===== config.mk =====
export PLATFORM = sky130hd
export DESIGN_NAME = add_seq_ctrl
export DESIGN_NICKNAME = d
export VERILOG_FILES = /design/src/rtl/add_seq_ctrl.sv
export SDC_FILE = /design/constraint.sdc
export NUM_CORES = 1
export LEC_CHECK = 0
export ABC_AREA = 1
export BUFFER_PORTS_ARGS = -buffer_cell sky130_fd_sc_hd__clkbuf_2
export CAP_MARGIN = 25
export CORE_MARGIN = 3
export CORE_UTILIZATION = 55
export CTS_CLUSTER_SIZE = 25
export DETAILED_ROUTE_END_ITERATION = 16
export GPL_TIMING_DRIVEN = 0
export PLACE_DENSITY = 0.9
export SLEW_MARGIN = 20
export SYNTH_ARGS = -nofsm -noshare
export SYNTH_HDL_FRONTEND = slang
export SYNTH_SLANG_ARGS = --single-unit

===== constraint.sdc =====
create_clock -name clk -period 2.9 [get_ports clk]
set_clock_uncertainty 0.2 [all_clocks]
set_input_delay 0.29 -clock clk [delete_from_list [all_inputs] [get_ports clk]]
set_output_delay 0.29 -clock clk [all_outputs]
set_load 0.05 [all_outputs]

===== src/rtl/add_seq_ctrl.sv =====
// Multi-cycle wide adder: one SLICE-bit adder is reused over WIDTH/SLICE cycles with a registered carry.
// Optional subtract support is compiled in with `define ADD_SEQ_SUB_EN.
//
// state  | meaning
// S_IDLE | waiting for operands, in_ready high
// S_RUN  | adding one slice per clock, idx_q selects the slice
// S_DONE | result held on sum/cout with out_valid high until out_ready
module add_seq_ctrl #(
  parameter int WIDTH = 64,
  parameter int SLICE = 16
) (
  input  logic             clk,
  input  logic             rst,
  input  logic             in_valid,
  output logic             in_ready,
  input  logic [WIDTH-1:0] a,
  input  logic [WIDTH-1:0] b,
  input  logic             op,
  output logic             out_valid,
  input  logic             out_ready,
  output logic [WIDTH-1:0] sum,
  output logic             cout
);

  localparam int NSLICE = WIDTH / SLICE;
  localparam int IDXW   = (NSLICE > 1) ? $clog2(NSLICE) : 1;
  localparam logic [IDXW-1:0] LAST_IDX = IDXW'(NSLICE - 1);

  typedef enum logic [1:0] {S_IDLE, S_RUN, S_DONE} state_t;

  state_t            state_q, state_d;
  logic [WIDTH-1:0]  a_q, a_d;
  logic [WIDTH-1:0]  b_q, b_d;
  logic [WIDTH-1:0]  sum_q, sum_d;
  logic              cout_q, cout_d;
  logic              carry_q, carry_d;
  logic [IDXW-1:0]   idx_q, idx_d;
  logic [SLICE:0]    slice_sum;

  // Operands shift down one slice per cycle, so the adder always sees bit 0 upward.
  assign slice_sum = {1'b0, a_q[SLICE-1:0]} + {1'b0, b_q[SLICE-1:0]} + {{SLICE{1'b0}}, carry_q};

`ifndef ADD_SEQ_SUB_EN
  logic unused_op;
  assign unused_op = op;
`endif

  always_comb begin
    state_d = state_q;
    a_d     = a_q;
    b_d     = b_q;
    sum_d   = sum_q;
    cout_d  = cout_q;
    carry_d = carry_q;
    idx_d   = idx_q;
    case (state_q)
      S_IDLE: begin
        if (in_valid) begin
          a_d     = a;
          b_d     = b;
          carry_d = 1'b0;
          idx_d   = '0;
`ifdef ADD_SEQ_SUB_EN
          // Subtract as a + ~b + 1; the op decision lives in the stored b and the seed carry.
          if (op) begin
            b_d     = ~b;
            carry_d = 1'b1;
          end
`endif
          state_d = S_RUN;
        end
      end
      S_RUN: begin
        for (int i = 0; i < NSLICE; i++) begin
          if (idx_q == IDXW'(i)) sum_d[i*SLICE +: SLICE] = slice_sum[SLICE-1:0];
        end
        carry_d = slice_sum[SLICE];
        a_d     = a_q >> SLICE;
        b_d     = b_q >> SLICE;
        if (idx_q == LAST_IDX) begin
          idx_d   = '0;
          cout_d  = slice_sum[SLICE];
          state_d = S_DONE;
        end else begin
          idx_d = idx_q + 1'b1;
        end
      end
      S_DONE: begin
        if (out_ready) state_d = S_IDLE;
      end
      default: state_d = S_IDLE;
    endcase
  end

  always_ff @(posedge clk) begin
    if (rst) begin
      state_q <= S_IDLE;
      a_q     <= '0;
      b_q     <= '0;
      sum_q   <= '0;
      cout_q  <= 1'b0;
      carry_q <= 1'b0;
      idx_q   <= '0;
    end else begin
      state_q <= state_d;
      a_q     <= a_d;
      b_q     <= b_d;
      sum_q   <= sum_d;
      cout_q  <= cout_d;
      carry_q <= carry_d;
      idx_q   <= idx_d;
    end
  end

  assign in_ready  = (state_q == S_IDLE);
  assign out_valid = (state_q == S_DONE);
  assign sum       = sum_q;
  assign cout      = cout_q;

endmodule


Word level (Yosys, flattened, before mapping)
Index checks and enable logic that the tools add are counted.
{"block": "classes", "add_sub_neg": 3, "mul": 0, "div": 0, "magnitude_cmp": 0, "n_eq_ne": 8, "n_shift": 0, "mux": 13, "n_bitwise": 0, "n_reduce_logical": 9}
{"op": "$pmux 64 s2", "count": 2}
{"op": "$mux 64", "count": 2}
{"op": "$add 16x16->17", "count": 1}
{"op": "$add 17x1->17", "count": 1}
{"op": "$mux 2", "count": 5}
{"op": "$reduce_and 2->1", "count": 5}
{"op": "$eq 2x2->1 const B", "count": 3}
{"op": "$pmux 2 s3", "count": 1}
{"op": "$eq 2x1->1 const B", "count": 2}
{"op": "$logic_not 2->1", "count": 2}
{"op": "$ne 2x2->1 const B", "count": 2}
{"op": "$pmux 2 s2", "count": 1}
{"op": "$reduce_and 3->1", "count": 1}
{"op": "$add 2x1->2 const B", "count": 1}
{"op": "$ne 2x1->1 const B", "count": 1}
{"op": "$pmux 1 s2", "count": 1}
{"op": "$reduce_bool 2->1", "count": 1}
{"op": "$mux 1", "count": 1}
{"block": "totals", "ff_bits": 198, "latch_bits": 0, "ramBits": 0, "rom_bits": 0, "inputBits": 133, "output_inout_bits": 67, "wordCells": 43, "n_memories": 0}

Logic depth before layout (Yosys ltp)
Gate-level depths: netlist (run 1).
{"block": "depth", "ltp_word": 3, "mapped_depth": 12, "mapped_depth_nobuf": 12}

Worst setup path after synthesis (run 1)
OpenSTA, ideal clock, no wires.
{"block": "synth_timing", "path_type": "reg-to-reg", "startpoint": "register a_q[0]", "endpoint": "register sum_q[24], in the netlist sum[24]", "arrival_time_ns": 1.969, "required_ns": 2.591, "path_slack_ns": 0.623, "stages_incl_launch_ff": 12, "path_buffers": 0, "cell_sequence": "dfxtp_1 > fa_1 > fa_1 > nand2_1 > nand2_1 > and2_1 > nand2_1 > nand2_1 > xnor2_1 > nand2_1 > nand2_1 > inv_1"}
{"block": "synth_via", "elab_chain_len": 2}
{"item": "from (decl)", "line_no": "32", "source": "logic [WIDTH-1:0] a_q, a_d;"}
{"item": "from (signal assigned)", "line_no": "98", "source": "a_q <= '0;"}
{"item": "from (signal assigned)", "line_no": "106", "source": "a_q <= a_d;"}
{"item": "$add 16x16->17", "line_no": "41", "source": "assign slice_sum = {1'b0, a_q[SLICE-1:0]} + {1'b0, b_q[SLICE-1:0]} + {{SLICE{1'b0}}, carry_q};"}
{"item": "$add 17x1->17", "line_no": "41"}
{"item": "to (signal assigned)", "line_no": "108", "source": "sum_q <= sum_d;"}
{"item": "to (decl)", "line_no": "34", "source": "logic [WIDTH-1:0] sum_q, sum_d;"}
Every way passes these cells.
A chain may end at the register's enable or synchronous reset.

Worst setup path in the final report (run 1)
{"block": "layout_timing", "startpoint": "register a_q[0]", "endpoint": "register sum_q[56], in the netlist sum[56]"}
The elaborated chain is that of the path after synthesis.

==> flow_summary_export.csv, run 1 <==
group,metric,value,unit
critical_path,worstPathMaxFanout,4,
synth,synth_area_leaders,"dfxtp_1 (44%), nand2_1 (13%), a21oi_1 (9.3%)",
floorplan,initial_core_util,56.5,%
clock_tree,clock_sinks,198,
synth,yosys_warnings,0,
critical_path,worst-setup-path-type,"register to register",
clock_tree,clock_latency,0.44,ns
drt,first_pass_iters,7,
synth,syn_nets,1458,
sta,slew_viol_final,0,
critical_path,worstPathRequired,3.04,ns
place,place_hpwl,20300,um
synth,synth_top_cell_by_area,"dfxtp_1",
drt,avgViaCountPerCell,5.37,
global_route,grt_antenna_before_repair,0,
critical_path,crit_path_frequent_cell,"nand2_1",
cells_and_area,layout-drive-gt1-share,17.7,%
drt,drc_errors,0,
sta,maxClockFrequency,364,MHz
global_route,grt_pass1_vias,8967,
critical_path,max_stage_delay,0.49,ns
pwr,ir_drop,0.442,mV
pwr,power.total,6.69,mW
pwr,power_density,597,nW/um2
clock_tree,cts_tree,"built",
synth,synth.most_common_cell,"nand2_1",
synth,synthAdderAreaFrac,3.07,%
global_route,grt_usage,29.7,%
floorplan,dieWidth,134,um
critical_path,cp_top_family,"adder cells",
clock_tree,cts_resized,0,
clock_tree,cts.reportedPaths.clkPinSlew,0.07,ns
flow_run,drv_cap,0,
sta,worst_slew_pin_slew,0.591,ns
synth,async_reset_ff_share,0,%
clock_tree,clock_path_buffers,2,
synth,netlist_area,9040,um2
floorplan,core.rowCount,46,
floorplan,dieArea,18000,um2
clock_tree,clockRootBuffer,"clkbuf_16",
synth,synth_xor_area_share,0.581,%
clock_tree,cts_buffers,17,
drt,wl_per_cell,15.3,um
min_path,min_path_type,"input port to register",
floorplan,die_h,134,um
critical_path,crit_path_end_kind,"register",
synth,synth_ff_type,"dfxtp_1",
sta,setup_viol,0,
global_route,overflow,0,
global_route,grt_max_degree,17,
clock_tree,post-cts-setup-buffers,0,
global_route,grt_pass1_wl,42800,um
drt,dr.first_iter.drc_count,893,
place,gp_congestion,0.913,
synth,synth_edf_count,0,
floorplan,core,16000,um2
cells_and_area,syn2layout_area_growth,23.9,%
synth,synth-compound-area-share,19.5,%
sta,fin_crit,2.75,ns
critical_path,slowest_stage,"fa_1",
sta,rsz0062_at_grt,"no",
drt,ant_nets,0,
place,placed_area,10300,um2
sta,hold_violations,0,
sta,post-route-period-util,94.8,%
synth,synth_area_per_cell,6.93,um2
synth,synthSimpleGateAreaFrac,24.4,%
pwr,leakagePower,5.44,nW
cells_and_area,final_util,70.0,%
outcome,outcome,"completed",
sta,setup-tns-final,0,ns
synth,ys_seq_elements,198,
synth,netlist_instances,1304,
place,port-buffer-count,198,
sta,relSlewSlack,60.6,%
synth,synth_top_family_by_area,"simple AND/OR/NAND/NOR gates",
critical_path,worst_ep_arrival_time,2.89,ns
floorplan,pin_count,200,
critical_path,start_kind,"register",
critical_path,critPathBufInv,1,
synth,synth.distinct_cells,28,
synth,synth_top_area_share,43.8,%
cells_and_area,final_nets,1708,
drt,routed_wl,27200,um
clock_tree,htreeDepth,4,
synth,ys_seq_area_share,43.8,%
synth,synth_mux_area_share,0,%
cells_and_area,design_area,11200,um2
cells_and_area,antenna_cells,0,
critical_path,cp_cell_sequence,"fa_1 > fa_1 > nand2_1 > nand2_1 > and2_1 > nand2_1 > nand2_1 > xnor2_1 > nand2_1 > nand2_1 > inv_1",
drt,vias,9562,
synth,synthTopCellsByCount,"nand2_1 (316), dfxtp_1 (198), nor2_1 (193), a21oi_1 (168), inv_1 (105)",
## where the power goes
group	internal (mW)	switching (mW)	total, mW
registers	2.92	0.122	3.04
logic	0.446	0.874	1.32
clock network	1.29	1.04	2.34
## tightest hold or removal path: stages
cell      delay, ns
clkbuf_2       0.08
nor2_1         0.09
nor2_1         0.05
o21ai_0        0.06
a21oi_1        0.06
## final timing paths
path	startpoint	end	slack, ns	depth (start not counted)
max	a_q[0]	sum[56]	0.15	11
min	a[39]	a_q[39]	0.03	5
max reg2reg	a_q[0]	sum[56]	0.15	11
min reg2reg	b_q[53]	b_q[53]	0.26	2
## cells in the final DEF, fill, tap and decap left out, types with 35 or more instances in the layout
cell type / instances
o21ai_0: 104
a21oi_1: 168
nor2_1: 193
buf_2: 37
clkbuf_1: 35
clkbuf_2: 198
nand3_1: 46
nand2_1: 316
dfxtp_1: 198
inv_1: 105
## what timing repair did
item | 4_1_cts | 5_1_grt
endpoints found under the setup margin | 0 | 0
endpoints found under the hold margin | 33 | 0
hold buffers | 33 | 0
## through the flow
| stage | std cells | hold slack (ns) | worst slack, ns |
|---|---|---|---|
| after floorplan | 1304 | 0.236 | 0.623 |
| after global placement | 1718 | 0.243 | 0.266 |
| after detailed placement | 1718 | 0.248 | 0.259 |
| after CTS | 1781 | 0.0276 | 0.239 |
| after global routing | 1781 | 0.0368 | 0.0611 |
| final | 1781 | 0.0329 | 0.150 |
## final cells by class
type	count	area (um2)
inverter	110	413
clock buffer	20	447
clock inverter	10	125
tap	216	270
buffer	79	373
fill	1300	4790
timing repair buffer	231	1320
multi-input combinational	917	4290
sequential	198	3960
## flip-flops by register name, indices dropped and copies added (netlist names)
signal   cells
idx_q        2
carry_q      1
b_q         64
a_q         64
state_q      2
cout         1
sum         64
## cells by family after synthesis
| family | after synthesis |
|---|---|
| AND/OR/NAND/NOR | 565 |
| AO/OA/AOI/OAI | 325 |
| flip-flops | 198 |
| buffers and inverters | 189 |
| adder cells (fa/ha/maj) | 21 |
| XOR/XNOR | 6 |
## routing by layer
layer | track usage [%] | part of all wire, %
met1 | 36.0 | 39
met2 | 51.9 | 49
met3 | 6.45 | 9.5
met4 | 10.4 | 2.2
met5 | 0 | 0
Note: power is estimated with default switching activity, not from simulation.
==> inputs of run 2 (changes only) <==
==> constraint.sdc (replaced) <==
create_clock -name clk -period 2.9 [get_ports clk]
set_clock_uncertainty 0.2 [all_clocks]
set_input_delay 0.58 -clock clk [delete_from_list [all_inputs] [get_ports clk]]
set_output_delay 0.58 -clock clk [all_outputs]
set_load 0.05 [all_outputs]
==> run 2 against run 1 <==
Compared with the run above:
- register-to-register slack barely moved
- count of clock-buffer cells in the layout did not move
- core utilization fell by 2.1 points
- wire length fell by 3.3%
- global-route usage fell by 0.98 points
- combinational power fell by 3%
- highest routed layer unchanged
- sequential share of layout area rose by 1.1 points
- via count fell by 1.8%
- critical path depth did not move
- sequential power barely moved
==> flow_summary_export.csv, run 2 (synthesis results as in run 1) <==
group,metric,value,unit
clock_tree,post-cts-setup-buffers,0,
pwr,ir_drop,0.448,mV
global_route,overflow,0,
cells_and_area,final_cell_mix,"nand2_1 (316), dfxtp_1 (198), clkbuf_2 (198)",
place,port-buffer-count,198,
place,dp_slack,0.259,ns
sta,maxClockFrequency,365,MHz
pwr,switchingPower,2.03,mW
min_path,min_path_type,"input port to register",
critical_path,worst-setup-path-type,"register to register",
sta,relSlewSlack,60.1,%
pwr,leakagePower,5.30,nW
clock_tree,htreeDepth,4,
critical_path,slowest_stage,"fa_1",
floorplan,core.rowCount,46,
sta,setup_viol,0,
sta,setup_slack,0.159,ns
sta,rsz0062_at_grt,"no",
cells_and_area,fillers,1349,
critical_path,crit_path_end_kind,"register",
clock_tree,cts_resized,0,
critical_path,start_kind,"register",
cells_and_area,layout_commonest_cell,"nand2_1",
clock_tree,clock_sinks,198,
sta,hold_violations,0,
global_route,grt_pass1_vias,8666,
cells_and_area,layout-drive-gt1-share,18.1,%
sta,setup-tns-final,0,ns
clock_tree,cts_tree,"built",
drt,first_pass_iters,6,
clock_tree,cts_buffers,17,
place,place_hpwl,20300,um
critical_path,worst_ep_arrival_time,2.89,ns
clock_tree,cts.reportedPaths.clkPinSlew,0.08,ns
drt,ant_nets,0,
sta,slew_viol_final,0,
cells_and_area,final_util,68.0,%
floorplan,dieArea,18000,um2
drt,wl_per_cell,15.0,um
pwr,p_clk_share,35.2,%
floorplan,initial_core_util,56.5,%
floorplan,dieWidth,134,um
global_route,grt_usage,28.7,%
cells_and_area,antenna_cells,0,
outcome,outcome,"completed",
clock_tree,clockRootBuffer,"clkbuf_16",
floorplan,die_h,134,um
critical_path,critPathBufInv,1,
clock_tree,clock_path_buffers,2,
sta,worst_slew_pin_slew,0.598,ns
clock_tree,clock_latency,0.44,ns
drt,vias,9389,
pwr,combPwrFrac,19.2,%
critical_path,worstPathRequired,3.04,ns
drt,drc_errors,0,
critical_path,max_stage_delay,0.49,ns
place,gp_congestion,0.913,
sta,post-route-period-util,94.5,%
global_route,grt_max_degree,17,
clock_tree,ctsHoldBuffers,0,
critical_path,cp_cell_sequence,"fa_1 > fa_1 > nand2_1 > nand2_1 > and2_1 > nand2_1 > nand2_1 > xnor2_1 > nand2_1 > nand2_1 > inv_1",
cells_and_area,final_nets,1675,
sta,holdWs,0.158,ns
sta,fin_crit,2.74,ns
drt,routed_wl,26300,um
floorplan,pin_count,200,
critical_path,worstPathMaxFanout,4,
flow_run,drv_cap,0,
global_route,grt_pass1_wl,41300,um
global_route,grt_antenna_before_repair,0,
drt,avgViaCountPerCell,5.37,
pwr,switching_share,30.5,%
floorplan,core,16000,um2
pwr,p_seq_share,45.6,%
critical_path,cp_top_family,"adder cells",
cells_and_area,syn2layout_area_growth,20.3,%
pwr,power_density,612,nW/um2
pwr,internal-power,4.63,mW
drt,dr.first_iter.drc_count,822,
critical_path,crit_path_frequent_cell,"nand2_1",
## run 2: cell types whose count changed in the layout (fill, tap and decap cells not counted)
cell           previous run  this run
dlygate4sd3_1            33         0
## run 2: layer usage
metal | global-route usage (%) | share of wire, %
met5 | 0 | 0
met4 | 10.6 | 2.7
met3 | 6.34 | 8.4
met2 | 49.3 | 48
met1 | 35.3 | 40
## run 2: stage by stage
step                instance area (um2)  std cells  total power [mW]
global placement                  10300       1718              4.30
CTS                               10900       1748              6.62
detailed placement                10300       1718              4.34
finish                            10900       1748              6.66
global route                      10900       1748              6.92
floorplan                          9040       1304              3.93
## run 2: power by group through the flow
stage / Sequential [mW] / Clock [mW] / Combinational [mW]
3_3_place_gp: 3.09 / 0 / 1.22
3_5_place_dp: 3.09 / 0 / 1.25
5_1_grt: 3.05 / 2.44 / 1.42
2_1_floorplan: 3.18 / 0 / 0.752
4_1_cts: 3.03 / 2.33 / 1.26
6_report: 3.04 / 2.34 / 1.28
## run 2: final timing paths
kind,from,end,slack [ns],depth (start not counted)
min reg2reg,b_q[53],b_q[53],0.26,2
min,b[50],b_q[50],0.16,3
max reg2reg,a_q[0],sum[56],0.16,11
max,a_q[0],sum[56],0.16,11
## run 2: cell type report
class                           count  area, um2  area share [%]
Buffer                             79        373            3.43
Multi-Input combinational cell    917       4290            39.5
Tap cell                          216        270            2.49
Inverter                          110        413            3.80
Sequential cell                   198       3960            36.4
Clock buffer                       20        447            4.11
Clock inverter                     10        125            1.15
Timing Repair Buffer              198        991            9.11
## run 2: worst register-to-register path, stage by stage (launching register included)
cell and delay (ns):
dfxtp_1 0.33, fa_1 0.49, fa_1 0.43, nand2_1 0.09
nand2_1 0.07, and2_1 0.18, nand2_1 0.07, nand2_1 0.07
xnor2_1 0.48, nand2_1 0.12, nand2_1 0.08, inv_1 0.03
==> inputs of run 3 (changes only) <==
--- a/config.mk
+++ b/config.mk
@@ -9,12 +9,13 @@
 export BUFFER_PORTS_ARGS = -buffer_cell sky130_fd_sc_hd__clkbuf_2
 export CAP_MARGIN = 25
 export CORE_MARGIN = 3
-export CORE_UTILIZATION = 55
+export CORE_UTILIZATION = 49
 export CTS_CLUSTER_SIZE = 25
 export DETAILED_ROUTE_END_ITERATION = 16
 export GPL_TIMING_DRIVEN = 0
-export PLACE_DENSITY = 0.9
+export PLACE_DENSITY = 0.85
 export SLEW_MARGIN = 20
 export SYNTH_ARGS = -nofsm -noshare
 export SYNTH_HDL_FRONTEND = slang
 export SYNTH_SLANG_ARGS = --single-unit
+export TNS_END_PERCENT = 10
==> constraint.sdc (replaced) <==
create_clock -name clk -period 2.25 [get_ports clk]
set_clock_uncertainty 0.2 [all_clocks]
set_input_delay 0.45 -clock clk [delete_from_list [all_inputs] [get_ports clk]]
set_output_delay 0.45 -clock clk [all_outputs]
set_load 0.05 [all_outputs]
==> run 3 against run 2 <==
Compared with the run above:
- the run now ends with negative setup slack left
- highest routed layer unchanged
- count of clock-buffer cells in the layout did not move
- sequential share of layout area fell by 0.60 points
- non-clock buffer count rose by 4
- core utilization fell by 6.6 points
- critical endpoint is now sum[44]
- clock power rose by 38%
- final area rose by 1.7%
- final cell count rose by 1.1%
- largest cell class unchanged
- sequential cell count did not move
- power rose by 32%
- largest power group unchanged
- worst setup slack got worse by 0.22 ns
- die area rose by 12%
- maximum frequency rose by 19%
==> flow_summary_export.csv, run 3 (synthesis results as in run 1) <==
group,metric,value,unit
drt,vias,9284,
place,port-buffer-count,198,
clock_tree,clock_path_buffers,2,
clock_tree,cts_tree,"built",
pwr,leakagePower,5.38,nW
cells_and_area,layout-drive-gt1-share,19.8,%
global_route,grt_pass1_vias,8784,
place,gp_congestion,0.930,
drt,routed_wl,26700,um
drt,avgViaCountPerCell,5.25,
floorplan,dieArea,20100,um2
sta,fin_crit,2.31,ns
floorplan,die_h,142,um
clock_tree,cts.reportedPaths.clkPinSlew,0.07,ns
place,dp_slack,-0.184,ns
drt,first_pass_iters,14,
clock_tree,clock_sinks,198,
global_route,grt_pass1_wl,42000,um
critical_path,worstPathMaxFanout,4,
drt,drc_errors,0,
cells_and_area,antenna_cells,0,
pwr,ir_drop,0.640,mV
critical_path,critPathBufInv,1,
sta,maxClockFrequency,432,MHz
sta,setup-tns-final,-0.174,ns
min_path,min_path_type,"input port to register",
cells_and_area,final_cell_mix,"nand2_1 (305), clkbuf_2 (198), dfxtp_1 (196)",
clock_tree,htreeDepth,4,
floorplan,core.rowCount,49,
critical_path,worstPathRequired,2.43,ns
critical_path,max_stage_delay,0.40,ns
cells_and_area,final_nets,1679,
clock_tree,cts_buffers,17,
place,post-place-cells,1731,
outcome,outcome,"finished, violations left",
critical_path,slowest_stage,"fa_2",
global_route,grt_max_degree,18,
flow_run,drv_cap,0,
drt,wl_per_cell,15.1,um
sta,rsz0062_at_grt,"yes",
critical_path,path_depth,10,
cells_and_area,fin_cells,1767,
critical_path,cp_cell_sequence,"fa_2 > fa_2 > nand2_2 > nand2_2 > and2_4 > nand3_2 > nand4_1 > nand3_1 > nand2_1 > inv_1",
floorplan,dieWidth,142,um
floorplan,core,18000,um2
place,place_hpwl,20400,um
sta,slew_viol_final,0,
cells_and_area,fillers,1621,
clock_tree,clockRootBuffer,"clkbuf_16",
floorplan,initial_core_util,50.2,%
critical_path,rr_worst_depth,10,
critical_path,worst-setup-path-type,"register to register",
critical_path,cp_top_family,"simple AND/OR/NAND/NOR gates",
cells_and_area,layout_commonest_cell,"nand2_1",
drt,ant_nets,0,
place,placed_area,10300,um2
sta,setup_viol,6,
critical_path,worst_ep_arrival_time,2.49,ns
critical_path,crit_path_end_kind,"register",
cells_and_area,design_area,11100,um2
clock_tree,clock_latency,0.44,ns
clock_tree,ctsHoldBuffers,0,
sta,hold_violations,0,
pwr,power_density,797,nW/um2
global_route,grt_antenna_before_repair,0,
cells_and_area,final_util,61.4,%
global_route,grt_usage,26.2,%
min_path,holdPathStages,3,
sta,post-route-period-util,103,%
floorplan,pin_count,200,
global_route,overflow,0,
cells_and_area,syn2layout_area_growth,22.3,%
sta,relSlewSlack,60.7,%
outcome,violations,"negative setup slack",
critical_path,start_kind,"register",
drt,dr.first_iter.drc_count,744,
sta,worst_slew_pin_slew,0.590,ns
sta,setup_slack,-0.0627,ns
[run 3: cell types whose count changed in the layout (fill, tap and decap cells not counted), sizes merged]
cell / before / now
buf: 46 / 50
bufinv: 2 / 3
clkinv: 9 / 7
clkinvlp: 0 / 2
inv: 109 / 110
[run 3: final timing paths]
| kind | startpoint | to | slack [ns] |
|---|---|---|---|
| max | a_q[0] | sum[44] | -0.06 |
| min | b[56] | b_q[56] | 0.04 |
| max reg2reg | a_q[0] | sum[44] | -0.06 |
| min reg2reg | b_q[61] | b_q[61] | 0.26 |
[run 3: metal layers]
layer	wire, um	vias up	GRT usage (%)	share of wire [%]
li1	-	4614	-	-
met1	10900	4176	32.2	41
met2	12700	428	45.3	48
met3	2260	66	5.43	8.5
met4	818	0	9.44	3.1
met5	0	-	0	0
[run 3: layout make-up]
class | instances | area (um2) | area share (%)
multi-input combinational | 917 | 4370 | 39.5
inverter | 110 | 413 | 3.73
timing repair buffer | 202 | 1020 | 9.23
sequential | 198 | 3970 | 35.9
clock buffer | 20 | 467 | 4.22
buffer | 79 | 373 | 3.37
tap | 229 | 287 | 2.59
clock inverter | 12 | 165 | 1.49
[run 3: metrics by stage]
step,total power [mW],hold slack [ns]
2_1_floorplan,5.07,0.236
3_3_place_gp,5.55,0.244
3_5_place_dp,5.60,0.248
4_1_cts,8.80,0.0290
5_1_grt,9.19,0.0291
6_report,8.82,0.0396
[run 3: power by group]
part	switching (mW)	internal [mW]
clock network	1.37	1.86
logic	1.12	0.555
registers	0.156	3.76
total	2.65	6.17
[run 3: worst reg2reg max path, stage by stage (launching register included)]
cell,delay (ns)
dfxtp_2,0.33
fa_2,0.40
fa_2,0.37
nand2_2,0.08
nand2_2,0.06
and2_4,0.16
nand3_2,0.07
nand4_1,0.28
nand3_1,0.20
nand2_1,0.06
inv_1,0.05
[run 3: timing repair]
item	in CTS	in global routing
buffers inserted	2	2
cloned	0	0
endpoints found under the setup margin	26	31
gates resized for setup	13	11
pin swaps	7	4
